<file path="config.mk">
export PLATFORM = sky130hd
export DESIGN_NAME = tdm_demux
export DESIGN_NICKNAME = d
export VERILOG_FILES = /design/src/rtl/tdm_demux.sv
export SDC_FILE = /design/constraint.sdc
export NUM_CORES = 1
export LEC_CHECK = 0
export CORE_MARGIN = 2
export CORE_UTILIZATION = 50
export DETAILED_ROUTE_END_ITERATION = 7
export PLACE_DENSITY = 0.78
export SETUP_SLACK_MARGIN = 0.15
export SYNTH_ARGS = -nofsm -noshare
export SYNTH_HDL_FRONTEND = slang
export SYNTH_SLANG_ARGS = --single-unit
</file>
<file path="constraint.sdc">
create_clock -name clk -period 2.49 [get_ports clk]
set_input_delay 0.249 -clock clk [delete_from_list [all_inputs] [get_ports clk]]
set_output_delay 0.249 -clock clk [all_outputs]
set_load 0.01 [all_outputs]
</file>
<file path="src/rtl/tdm_demux.sv">
// Purpose: TDM slot demultiplexer; hunts for frame_sync, collects CH slots, publishes whole frames on y.
// Latency: y and frame_done update 1 edge after the final slot of a frame is accepted.
// Backpressure: none; one slot per cycle is accepted, din_valid=0 cycles simply stall the slot counter.
module tdm_demux #(
    parameter int CH = 4,
    parameter int W  = 8
) (
    input  logic                   clk,
    input  logic                   rst,
    input  logic [W-1:0]           din,
    input  logic                   din_valid,
    input  logic                   frame_sync,
    output logic [CH*W-1:0]        y,
    output logic [$clog2(CH)-1:0]  sel,
    output logic                   locked,
    output logic                   frame_done,
    output logic                   sync_err
);

    localparam int SELW = $clog2(CH);
    localparam logic [SELW-1:0] SEL_LAST = SELW'(CH - 1);
    localparam logic [SELW-1:0] SEL_ONE  = SELW'(1);

    typedef enum logic {
        HUNT   = 1'b0,
        LOCKED = 1'b1
    } state_t;

    state_t           state_q, state_d;
    logic [SELW-1:0]  sel_q, sel_d;
    logic [W-1:0]     shadow_q [CH-1];
    logic [CH*W-1:0]  y_q;
    logic             frame_done_q, frame_done_d;
    logic             sync_err_q, sync_err_d;
    logic             shadow_we;
    logic [SELW-1:0]  shadow_idx;
    logic             load_y;
    logic [CH*W-1:0]  y_next;

    // Next-state and per-beat actions; invalid beats leave everything untouched.
    always_comb begin
        state_d      = state_q;
        sel_d        = sel_q;
        frame_done_d = 1'b0;
        sync_err_d   = 1'b0;
        shadow_we    = 1'b0;
        shadow_idx   = sel_q;
        load_y       = 1'b0;
        if (din_valid) begin
            case (state_q)
                HUNT: begin
                    if (frame_sync) begin
                        shadow_we  = 1'b1;
                        shadow_idx = '0;
                        sel_d      = SEL_ONE;
                        state_d    = LOCKED;
                    end
                end
                LOCKED: begin
                    if (frame_sync) begin
                        // A sync anywhere but slot 0 abandons the partial frame and restarts it.
                        sync_err_d = (sel_q != '0);
                        shadow_we  = 1'b1;
                        shadow_idx = '0;
                        sel_d      = SEL_ONE;
                    end else if (sel_q == '0) begin
                        // Expected a frame start but got none: framing is lost.
                        sync_err_d = 1'b1;
                        sel_d      = '0;
                        state_d    = HUNT;
                    end else if (sel_q == SEL_LAST) begin
                        load_y       = 1'b1;
                        frame_done_d = 1'b1;
                        sel_d        = '0;
                    end else begin
                        shadow_we = 1'b1;
                        sel_d     = sel_q + SEL_ONE;
                    end
                end
                default: begin
                    state_d = HUNT;
                    sel_d   = '0;
                end
            endcase
        end
    end

    // Full frame image: shadow slots plus the final slot straight from din.
    always_comb begin
        y_next = '0;
        for (int k = 0; k < CH - 1; k++) begin
            y_next[k*W +: W] = shadow_q[k];
        end
        y_next[(CH-1)*W +: W] = din;
    end

    // Control state, slot counter and output pulses.
    always_ff @(posedge clk or posedge rst) begin
        if (rst) begin
            state_q      <= HUNT;
            sel_q        <= '0;
            frame_done_q <= 1'b0;
            sync_err_q   <= 1'b0;
        end else begin
            state_q      <= state_d;
            sel_q        <= sel_d;
            frame_done_q <= frame_done_d;
            sync_err_q   <= sync_err_d;
        end
    end

    // Shadow slots collect a frame in progress; only a completed frame is copied to y.
    always_ff @(posedge clk or posedge rst) begin
        if (rst) begin
            for (int k = 0; k < CH - 1; k++) begin
                shadow_q[k] <= '0;
            end
        end else if (shadow_we) begin
            for (int k = 0; k < CH - 1; k++) begin
                if (shadow_idx == SELW'(k)) begin
                    shadow_q[k] <= din;
                end
            end
        end
    end

    // Output frame register, updated atomically at frame completion.
    always_ff @(posedge clk or posedge rst) begin
        if (rst) begin
            y_q <= '0;
        end else if (load_y) begin
            y_q <= y_next;
        end
    end

    assign y          = y_q;
    assign sel        = sel_q;
    assign locked     = (state_q == LOCKED);
    assign frame_done = frame_done_q;
    assign sync_err   = sync_err_q;

endmodule

</file>
== Word level (Yosys, flattened, before mapping) ==
Cells that the tools add are included.

* Memory bits (writable): 0
* Bits in read-only memories: 0
* Flip-flop bits (word level): 61
* Latch bits: 0
* Output and inout bits: 37
* Memories: 0

* Reductions and logical operators: 7
* Multipliers: 0
* Bitwise gates (word level): 1
* Div/mod/pow operators: 0
* Eq/ne operators: 4
* Order comparisons: 0
* Muxes and demuxes: 25
* Shifts and indexed selects: 0
* Add/subtract/negate cells: 1

{| class="wikitable"
|+ Operators by type and width
! kind !! count
|-
| 2-to-1 mux 1 bit || 16
|-
| 2-to-1 mux 2 bit || 6
|-
| AND reduction 2 bit || 4
|-
| == test 2 bit, second input constant || 2
|-
| zero test 2 bit || 2
|-
| case mux 1 bit (2 select lines) || 2
|-
| case mux 2 bit (2 select lines) || 1
|-
| adder 2 x 1 -> 2 bit, second input constant || 1
|-
| == test 2 x 1 -> 1 bit, second input constant || 1
|-
| != test 2 bit, second input constant || 1
|-
| nonzero test 2 bit || 1
|-
| NOT 1 bit || 1
|}

== Longest topological paths before layout ==
Gate-level depths: netlist of the first run.

* Word-level depth: 7
* Gate-level depth with buffers: 5
* Depth with buffers taken out: 5

== Least setup slack after synthesis of the first run ==
No wires, ideal clock.

* Path type: reg-to-reg
* From: register sel_q[0] (netlist: sel[0])
* To: register shadow_q[16] (netlist name)
* Slack: 530 ps
* Buffers on the path: 0
* Clock period less this slack: 1960 ps
* Cell stages (with the launch flop): 6
* Data required time: 2365 ps
* Setup time: 125 ps
* Arrival: 1835 ps
* Path through: dfrtp_1 -> inv_1 -> ha_1 -> and4bb_2 -> o21ai_2 -> mux2_2

* Cells in the longest elaborated chain, start to end: 7
* Elaborated cells on any way between the ends: 11

{| class="wikitable"
|+ Ends and longest elaborated chain
! element !! RTL line !! source
|-
| start: declaration || 30 || <nowiki>logic [SELW-1:0] sel_q, sel_d;</nowiki>
|-
| start signal: assignment || 106 || <nowiki>sel_q <= sel_d;</nowiki>
|-
| == test 2 bit || 71 || <nowiki>end else if (sel_q == SEL_LAST) begin</nowiki>
|-
| 2-to-1 mux 1 bit || 71 ||
|-
| 2-to-1 mux 1 bit || 66 || <nowiki>end else if (sel_q == '0) begin</nowiki>
|-
| 2-to-1 mux 1 bit || 60 || <nowiki>if (frame_sync) begin</nowiki>
|-
| case mux 1 bit (2 select lines) || 50 || <nowiki>case (state_q)</nowiki>
|-
| 2-to-1 mux 1 bit || 49 || <nowiki>if (din_valid) begin</nowiki>
|-
| AND reduction 2 bit (no source line) * || -- ||
|-
| end signal: indexed assignment || 121 || <nowiki>shadow_q[k] <= din;</nowiki>
|-
| end: declaration || 31 || <nowiki>logic [W-1:0] shadow_q [CH-1];</nowiki>
|}

Every way passes the cells marked *; elsewhere a longest branch is shown, timed or not.
A chain may end at the register's enable or synchronous reset.

== Worst setup path after layout of the first run ==
* From: register sel_q[0] (netlist: sel[0])
* To: register shadow_q[20] (netlist name)

The elaborated chain is that of the path after synthesis.

==> impl_results.md, run 1 <==
* Reg area at roughly 1500 um2
* Slowest cell delay on critical path at ~0.47 ns
* Cts hold-fix bufs at 0
* Cell area after synthesis at approximately 2400 um2
* Iter 0 DRT Violations at between 80 and 90
* Resized Gates After CTS at 0
* Syn Area/Cell at approximately 16 um2
* Setup repair bufs after CTS at 0
* Mapped Cells at roughly 150
* Critical Path Start Type: flop
* Remaining DRCs at 0
* Worst Skew at between 0.006 and 0.007 ns
* First-pass GRT wire length at just over 7000 um
* IO Pins at about 50
* Grt ovf at 0
* # diodes at 0
* Die area at ~5300 um2
* Fin Setup TNS at 0 ns
* Vias in the first global route at roughly 1400
* Worst-Margin Slew at just under 0.5 ns
* Post-DP HPWL at roughly 3200 um
* Filler Cells Inserted at around 310
* Hold slack final at 0.273 ns
* GR Util All Layers at 0.186
* Root Driver: clkbuf_8
* Row count at 25
* Dpl cells at around 250
* Crit end category: flop
* Crit path kind: flop to flop
* Post-Route WL at between 4000 and 5000 um
* Routed wire length per instance at approximately 17 um
* Yosys warns at 0
* Max-cap violations at 0
* Post-route ant nets at 0
* IO buf count at 48
* Share of layout cells above drive strength 1 at 0.392
* Fin crit share at 0.862
* Yosys reg bits at about 60
* Share of the synthesized area in the top cell type at 0.642
* Vias at ~1400
* Synth area leader: dfrtp_1
* DRT Pass-1 Iters at 6
* Clock transition at the registers of the reported paths at ~0.060 ns
* Setup violations, final at 0
* Pwr dens at between 1000 and 1500 nW/um2
* Longest Clk Path Bufs at 2
* H-tree depth at 3
* Relative slew margins at 0.673
* Area growth syn-to-layout at 31.5%
* Net Count, Synth at 161
* CORE AREA at roughly 4700 um2
* Worst EP arrival at ~2.4 ns
* Final net count at 220
* Unrepaired setup endpoints after global routing: false
* Final Total Pwr at around 3.6 mW
* Area occupied by multi-input gates at around 810 um2
* Synth top area cells: dfrtp_1 64%, mux2_2 27%, ha_1 2.1%
* Slowest-stage cell, CP: dfrtp_1
* Initial antenna violation count at 0
* Peak VDD IR at around 0.00056 V
* Die Width at approximately 73 um
* Critical Path Fanout Max at 8
* DIE HEIGHT at between 70 and 80 um
* Static Leak at ~1.4 nW
* Cell-by-cell trace of the critical path: inv_1 -> ha_1 -> and4bb_2 -> o21ai_2 -> mux2_2
* Clock Latency Late Sink at about 0.33 ns
* Status: finished clean
* Hold WC Path Type: input port to async pin
* Seq/Total Area, Yosys at 0.642
* Fin crit period at about 2.1 ns
* F_max at ~0.47 GHz
* Clock net sink count at a little over 60
* Routability Congestion at approximately 0.74
* CP Data Required Time at around 2.7 ns
* Vias per cell at about 5.3
* Num CTS Buffers at 9
* Starting Density at 0.510
* Slew Limit Fails at 0
* CTS tree: yes
* Synth cell types at 16
* Fin. Hold Viols at 0
* Largest net degree at the start of global routing at 25
* Layout Cells excl Fill at approximately 260
[placed cells by master (no fill, tap or decap), drive strengths merged]
cell / Yosys / final
nand4b: 1 / 1
a31oi: 1 / 1
clkinv: 0 / 4
clkdlybuf4s50: 0 / 48
nand4: 1 / 1
and4bb: 1 / 1
ha: 4 / 4
bufinv: 0 / 1
o21ai: 2 / 2
clkbuf: 0 / 11
buf: 4 / 4
dfrtp: 61 / 61
nor3: 3 / 3
nor2: 1 / 1
inv: 5 / 5
nand2: 3 / 3
mux2: 56 / 56
a21oi: 2 / 2
[cells in the mapped netlist (all sizes together)]
cell    count
nand2       3
and4bb      1
nand4       1
nand4b      1
buf         4
ha          4
o21ai       2
mux2       56
a31oi       1
inv         5
nor3        3
dfrtp      61
nor2        1
a21oi       2
[final timing paths]
check	to	slack, ns	cells after the start	start
hold reg to reg	y[13]$_DFFE_PP0P_	0.50	1	y[13]$_DFFE_PP0P_
setup reg to reg	shadow_q[20]$_DFFE_PP0P_	0.34	5	sel[0]$_DFFE_PP0P_
max in group asynchronous	y[13]$_DFFE_PP0P_	1.57	3	rst
hold / removal	y[1]$_DFFE_PP0P_	0.27	2	rst
min in group clk	y[13]$_DFFE_PP0P_	0.50	1	y[13]$_DFFE_PP0P_
setup / recovery	shadow_q[20]$_DFFE_PP0P_	0.34	5	sel[0]$_DFFE_PP0P_
[sequential cells by signal, indices dropped and copies added, names as in the netlist]
| signal | cells |
|---|---|
| locked | 1 |
| shadow_q | 24 |
| y | 32 |
| sync_err | 1 |
| sel | 2 |
| frame_done | 1 |
[layout make-up]
class / count / share of cell area
tap: 54 / 0.0216
inverter: 5 / 0.00600
multi-input combinational: 75 / 0.260
clock buffer: 11 / 0.0452
sequential: 61 / 0.488
clock inverter: 5 / 0.0160
timing repair buffer: 52 / 0.163
[metrics by stage]
stage | setup slack, ns | cell area (um2) | util
finish | 0.343 | 3130 | 0.671
CTS | 0.327 | 3130 | 0.671
global route | 0.233 | 3130 | 0.671
detailed placement | 0.360 | 2940 | 0.630
global placement | 0.461 | 2940 | 0.630
floorplan | 0.530 | 2380 | -
[worst max-delay path: cells and delay by family (launching register included)]
family	cells	cell delay, ns
fa+ha+maj	1	0.39
compound gates	1	0.36
buf+inv	1	0.16
mux	1	0.39
flops	1	0.47
simple gates	1	0.26
[metal layers]
layer,vias up,routed length (um),global-route usage
met2,40,2250,0.290
met1,704,1920,0.237
met4,0,98,0.117
met5,-,0,0
met3,10,180,0.0387
li1,633,-,-
[cells by family after synthesis]
| group | after synthesis | synth area share |
|---|---|---|
| adders and majority gates | 4 | 0.0211 |
| AOI/OAI and AO/OA | 5 | 0.0126 |
| buffers and inverters | 9 | 0.0163 |
| DFF | 61 | 0.642 |
| and+or+nand+nor | 10 | 0.0426 |
| muxes | 56 | 0.265 |
[where the power goes]
part	internal [mW]	total, mW	leakage [nW]	switching, mW
clock network	0.482	0.841	0.103	0.359
logic	0.734	1.16	0.579	0.423
registers	1.38	1.61	0.762	0.234
total	2.59	3.61	1.44	1.02
Power figures use the tool's default switching activity.
==> run 2, diff against run 1 <==
Settings changed: MAX_ROUTING_LAYER from default to met4.
==> run 2 against run 1 <==
Flip-flop and latch count is the same. Worst setup slack gained 0.0041 ns. First-iteration DRC count shrank 14%. Design area is the same. Hold slack gained 0.00080 ns. Core utilization is the same. Largest cell class unchanged. Global-route usage grew 0.62 points. Non-clock buffer count is the same. Clock-buffer cell count is the same.
==> impl_results.md, run 2 (same netlist as run 1, synthesis figures left out) <==
* Setup repair bufs after CTS at 0
* DRT Pass-1 Iters at 4
* Cts hold-fix bufs at 0
* Starting Density at 0.510
* Psw at 1.01 mW
* Initial antenna violation count at 0
* Row count at 25
* IO buf count at 48
* Vias in the first global route at roughly 1400
* Peak VDD IR at 0.000556 V
* Routed wire length per instance at between 15 and 20 um
* Vias per cell at 5.29
* Worst-Margin Slew at roughly 0.5 ns
* Resized Gates After CTS at 0
* Final Util at 0.671
* Largest register FFs at 32
* Longest Clk Path Bufs at 2
* GR Util All Layers at 0.192
* First-pass GRT wire length at between 7000 and 8000 um
* CP Launch Point: sel[0]$_DFFE_PP0P_
* Clock power frac at 0.233
* Area occupied by multi-input gates at slightly above 800 um2
* Root Driver: clkbuf_8
* Final net count at 220
* Worst Skew at between 0.005 and 0.006 ns
* Clock transition at the registers of the reported paths at around 0.070 ns
* Crit path kind: flop to flop
* Largest net degree at the start of global routing at 25
* Share of layout cells above drive strength 1 at 0.392
* Critical Path Start Type: flop
* Status: finished clean
* Combinational fraction of design power at 0.321
* Die area at around 5300 um2
* Worst EP arrival at ~2.4 ns
* Reg area at roughly 1500 um2
* Remaining DRCs at 0
* Crit end category: flop
* Grt ovf at 0
* Num CTS Buffers at 9
* Fin crit share at 0.861
* Commonest cells after routing, fill and taps aside: 61 x dfrtp_1, 56 x mux2_2, 48 x clkdlybuf4s50_1, 10 x clkbuf_8
* # diodes at 0
* Routability Congestion at 0.745
* Post-DP HPWL at about 3200 um
* Slew Limit Fails at 0
* Fin. Hold Viols at 0
* Most common cell after layout, fill and taps aside: dfrtp_1
* FF-to-FF Start: sel[0]$_DFFE_PP0P_
* Fin crit period at between 2 and 2.5 ns
* Filler Cells Inserted at between 300 and 400
* Reg power frac at 0.447
* Clock net sink count at a little over 60
* Fin Setup TNS at 0 ns
* Die Width at about 73 um
* Area growth syn-to-layout at 31.5%
* CP Data Required Time at approximately 2.7 ns
* Unrepaired setup endpoints after global routing: false
* Vias at roughly 1400
* Iter 0 DRT Violations at a little over 70
* Post-Route WL at about 4500 um
* Pwr dens at 1150 nW/um2
* IO Pins at slightly below 50
* Relative slew margins at 0.670
* Sw Ratio at 0.281
* Static Leak at 1.44 nW
* F_max at about 0.47 GHz
* Clock Latency Late Sink at between 0.3 and 0.4 ns
* Hold WC Path Type: input port to async pin
* Setup violations, final at 0
* H-tree depth at 3
* CTS tree: yes
* CORE AREA at between 4000 and 5000 um2
* DIE HEIGHT at ~73 um
* Max-cap violations at 0
* Int Power at about 2.6 mW
* Post-route ant nets at 0
* Critical Path Fanout Max at 8
run 2: stage by stage:
step	hold WS (ns)	instances	setup WS (ns)	cell area (um2)	power, mW
floorplan	0.399	145	0.530	2380	2.16
global placement	0.485	247	0.461	2940	2.73
detailed placement	0.492	247	0.360	2940	2.79
CTS	0.281	263	0.327	3130	3.65
global route	0.322	263	0.233	3130	3.80
finish	0.274	263	0.347	3130	3.61
run 2: power by group through the flow:
stage               Combinational [mW]  Clock (mW)  Sequential [mW]
floorplan                        0.488           0             1.68
finish                            1.16       0.839             1.61
CTS                               1.17       0.858             1.62
detailed placement                1.16           0             1.63
global placement                  1.12           0             1.61
global route                      1.24       0.896             1.66
run 2: worst max-delay path, stage by stage, from the launching register on:
cell and delay [ns]:
dfrtp_1 0.47, inv_1 0.16, ha_1 0.39, and4bb_2 0.26, o21ai_2 0.36, mux2_2 0.39
run 2: per-layer routing:
layer  routed length (um)  global-route usage
met4                  107               0.117
met2                 2240               0.289
met5                    0                   -
met3                  175              0.0373
met1                 1930               0.241
run 2: layout make-up:
| class | instances | share of cell area |
|---|---|---|
| sequential | 61 | 0.488 |
| clock inverter | 5 | 0.0160 |
| tap | 54 | 0.0216 |
| timing repair buffer | 52 | 0.163 |
| clock buffer | 11 | 0.0452 |
| inverter | 5 | 0.00600 |
| multi-input combinational | 75 | 0.260 |
run 2: worst paths after layout:
kind	end	slack [ns]	cells past startpoint
max in group asynchronous	shadow_q[1]$_DFFE_PP0P_	1.56	3
min in group clk	y[13]$_DFFE_PP0P_	0.50	1
worst max-delay path	shadow_q[20]$_DFFE_PP0P_	0.35	5
worst min-delay path	y[26]$_DFFE_PP0P_	0.27	2
worst max register to register	shadow_q[20]$_DFFE_PP0P_	0.35	5
worst min register to register	y[13]$_DFFE_PP0P_	0.50	1
==> run 3, diff against run 2 <==
Settings changed: CAP_MARGIN from default to 20, REMOVE_ABC_BUFFERS from default to 1.
==> run 3 against run 2 <==
Flip-flop and latch count is the same. Core utilization fell by 0.89 points. Design area is 1.3% lower. Global-route usage is 0.43 points higher. Die area stayed put. Via count stayed put. Register-to-register slack about the same. Clock-buffer cell count up 1. Cell count decreased by 1.5%. Hold slack gained 0.19 ns. Critical endpoint is now shadow_q[16]$_DFFE_PP0P_.
==> impl_results.md, run 3 (same netlist as run 1, synthesis figures left out) <==
* Fin crit share at 0.860
* # diodes at 0
* Slowest-stage cell, CP: dfrtp_1
* Hold WC Path Type: input port to async pin
* Setup repair bufs after CTS at 0
* Num CTS Buffers at 9
* Setup violations, final at 0
* Vias per cell at 5.37
* Post-Route WL at roughly 4400 um
* Most common cell after layout, fill and taps aside: dfrtp_1
* Clock net sink count at 61
* Routability Congestion at 0.658
* Starting Density at 0.510
* Critical Path Fanout Max at 8
* Worst EP arrival at about 2.4 ns
* Root Driver: clkbuf_8
* Die area at about 5300 um2
* Post-DP HPWL at 2930 um
* Fin. Hold Viols at 0
* Clock Latency Late Sink at around 0.33 ns
* Max-cap violations at 0
* CP Buf/Inv Count at 1
* CP Data Required Time at approximately 2.7 ns
* Vias in the first global route at around 1500
* Final Util at 0.662
* Worst Skew at 0.00503 ns
* Remaining DRCs at 0
* Cts hold-fix bufs at 0
* Post-route ant nets at 0
* Cell-by-cell trace of the critical path: inv_1 -> ha_1 -> and4bb_2 -> o21ai_2 -> mux2_2
* Fin Setup TNS at 0 ns
* Commonest cells after routing, fill and taps aside: 61 x dfrtp_1, 56 x mux2_2, 48 x clkdlybuf4s50_1, 11 x clkbuf_8
* Resized Gates After CTS at 0
* Slowest cell delay on critical path at 0.46 ns
* IO buf count at 48
* GR Util All Layers at 0.196
* Crit end category: flop
* Static Leak at 1.42 nW
* Final net count at approximately 220
* Initial antenna violation count at 0
* Row count at 25
* Iter 0 DRT Violations at a little under 50
* DRT Pass-1 Iters at 4
* Crit path kind: flop to flop
* Unrepaired setup endpoints after global routing: false
* IO Pins at 49
* Worst-Margin Slew at about 0.73 ns
* Share of layout cells above drive strength 1 at 0.380
* Peak VDD IR at about 0.00056 V
* Largest register FFs at 32
* Status: finished clean
* CTS tree: yes
* Area growth syn-to-layout at 29.8%
* Pwr dens at ~1100 nW/um2
* Largest net degree at the start of global routing at between 60 and 70
* F_max at 0.467 GHz
* CORE AREA at roughly 4700 um2
* H-tree depth at 3
* Longest Clk Path Bufs at 2
* Fin crit period at roughly 2.1 ns
* CP top delay family: flip-flops
* Slew Limit Fails at 0
* Die Width at ~73 um
* Clock transition at the registers of the reported paths at 0.06 ns
* Grt ovf at 0
* Filler Cells Inserted at around 330
* Relative slew margins at 0.514
* DIE HEIGHT at approximately 73 um
* Routed wire length per instance at 16.8 um
* Critical Path Start Type: flop
* First-pass GRT wire length at just over 7000 um
* Vias at between 1000 and 1500
-- run 3: cell count changes in the layout (fill, tap and decap cells not counted) --
cell | before | now
buf_4 | 4 | 2
clkinv_2 | 4 | 2
bufinv_16 | 1 | 0
clkbuf_8 | 10 | 11
-- run 3: final cells by class --
class / count / area (um2) / share of cell area
Timing Repair Buffer: 50 / 495 / 0.161
Clock inverter: 2 / 10.0 / 0.00324
Clock buffer: 12 / 155 / 0.0503
Sequential cell: 61 / 1530 / 0.495
Multi-Input combinational cell: 75 / 812 / 0.263
Tap cell: 54 / 67.6 / 0.0219
Inverter: 5 / 18.8 / 0.00608
-- run 3: power by group --
| part | switching [mW] | leakage, nW | internal [mW] |
|---|---|---|---|
| combinational | 0.421 | 0.570 | 0.730 |
| clock | 0.340 | 0.0881 | 0.401 |
| sequential | 0.226 | 0.762 | 1.38 |
| total | 0.987 | 1.42 | 2.51 |
-- run 3: per-layer routing --
metal | GRT usage | wire, um
met1 | 0.233 | 1830
met3 | 0.0663 | 237
met5 | - | 0
met2 | 0.297 | 2210
met4 | 0.105 | 74
-- run 3: worst paths after layout --
check / startpoint / end / slack [ns] / cells past startpoint
max: sel[0]$_DFFE_PP0P_ / shadow_q[16]$_DFFE_PP0P_ / 0.35 / 5
min: rst / y[11]$_DFFE_PP0P_ / 0.46 / 3
max reg2reg: sel[0]$_DFFE_PP0P_ / shadow_q[16]$_DFFE_PP0P_ / 0.35 / 5
min reg2reg: y[9]$_DFFE_PP0P_ / y[9]$_DFFE_PP0P_ / 0.51 / 1
max in group asynchronous: rst / y[22]$_DFFE_PP0P_ / 1.56 / 3
min in group clk: y[9]$_DFFE_PP0P_ / y[9]$_DFFE_PP0P_ / 0.51 / 1
-- run 3: stage by stage --
step	instances	power [mW]	setup slack [ns]	hold slack, ns	cell area, um2
detailed placement	245	2.79	0.301	0.489	2920
CTS	259	3.54	0.319	0.475	3090
floorplan	141	2.16	0.530	0.353	2360
global placement	245	2.71	0.439	0.485	2920
global route	259	3.71	0.228	0.521	3090
finish	259	3.50	0.349	0.461	3090
-- run 3: worst reg2reg max path, cell delays in order (launching register included) --
cell	delay, ns
dfrtp_1	0.46
inv_1	0.16
ha_1	0.37
and4bb_2	0.25
o21ai_2	0.39
mux2_2	0.40
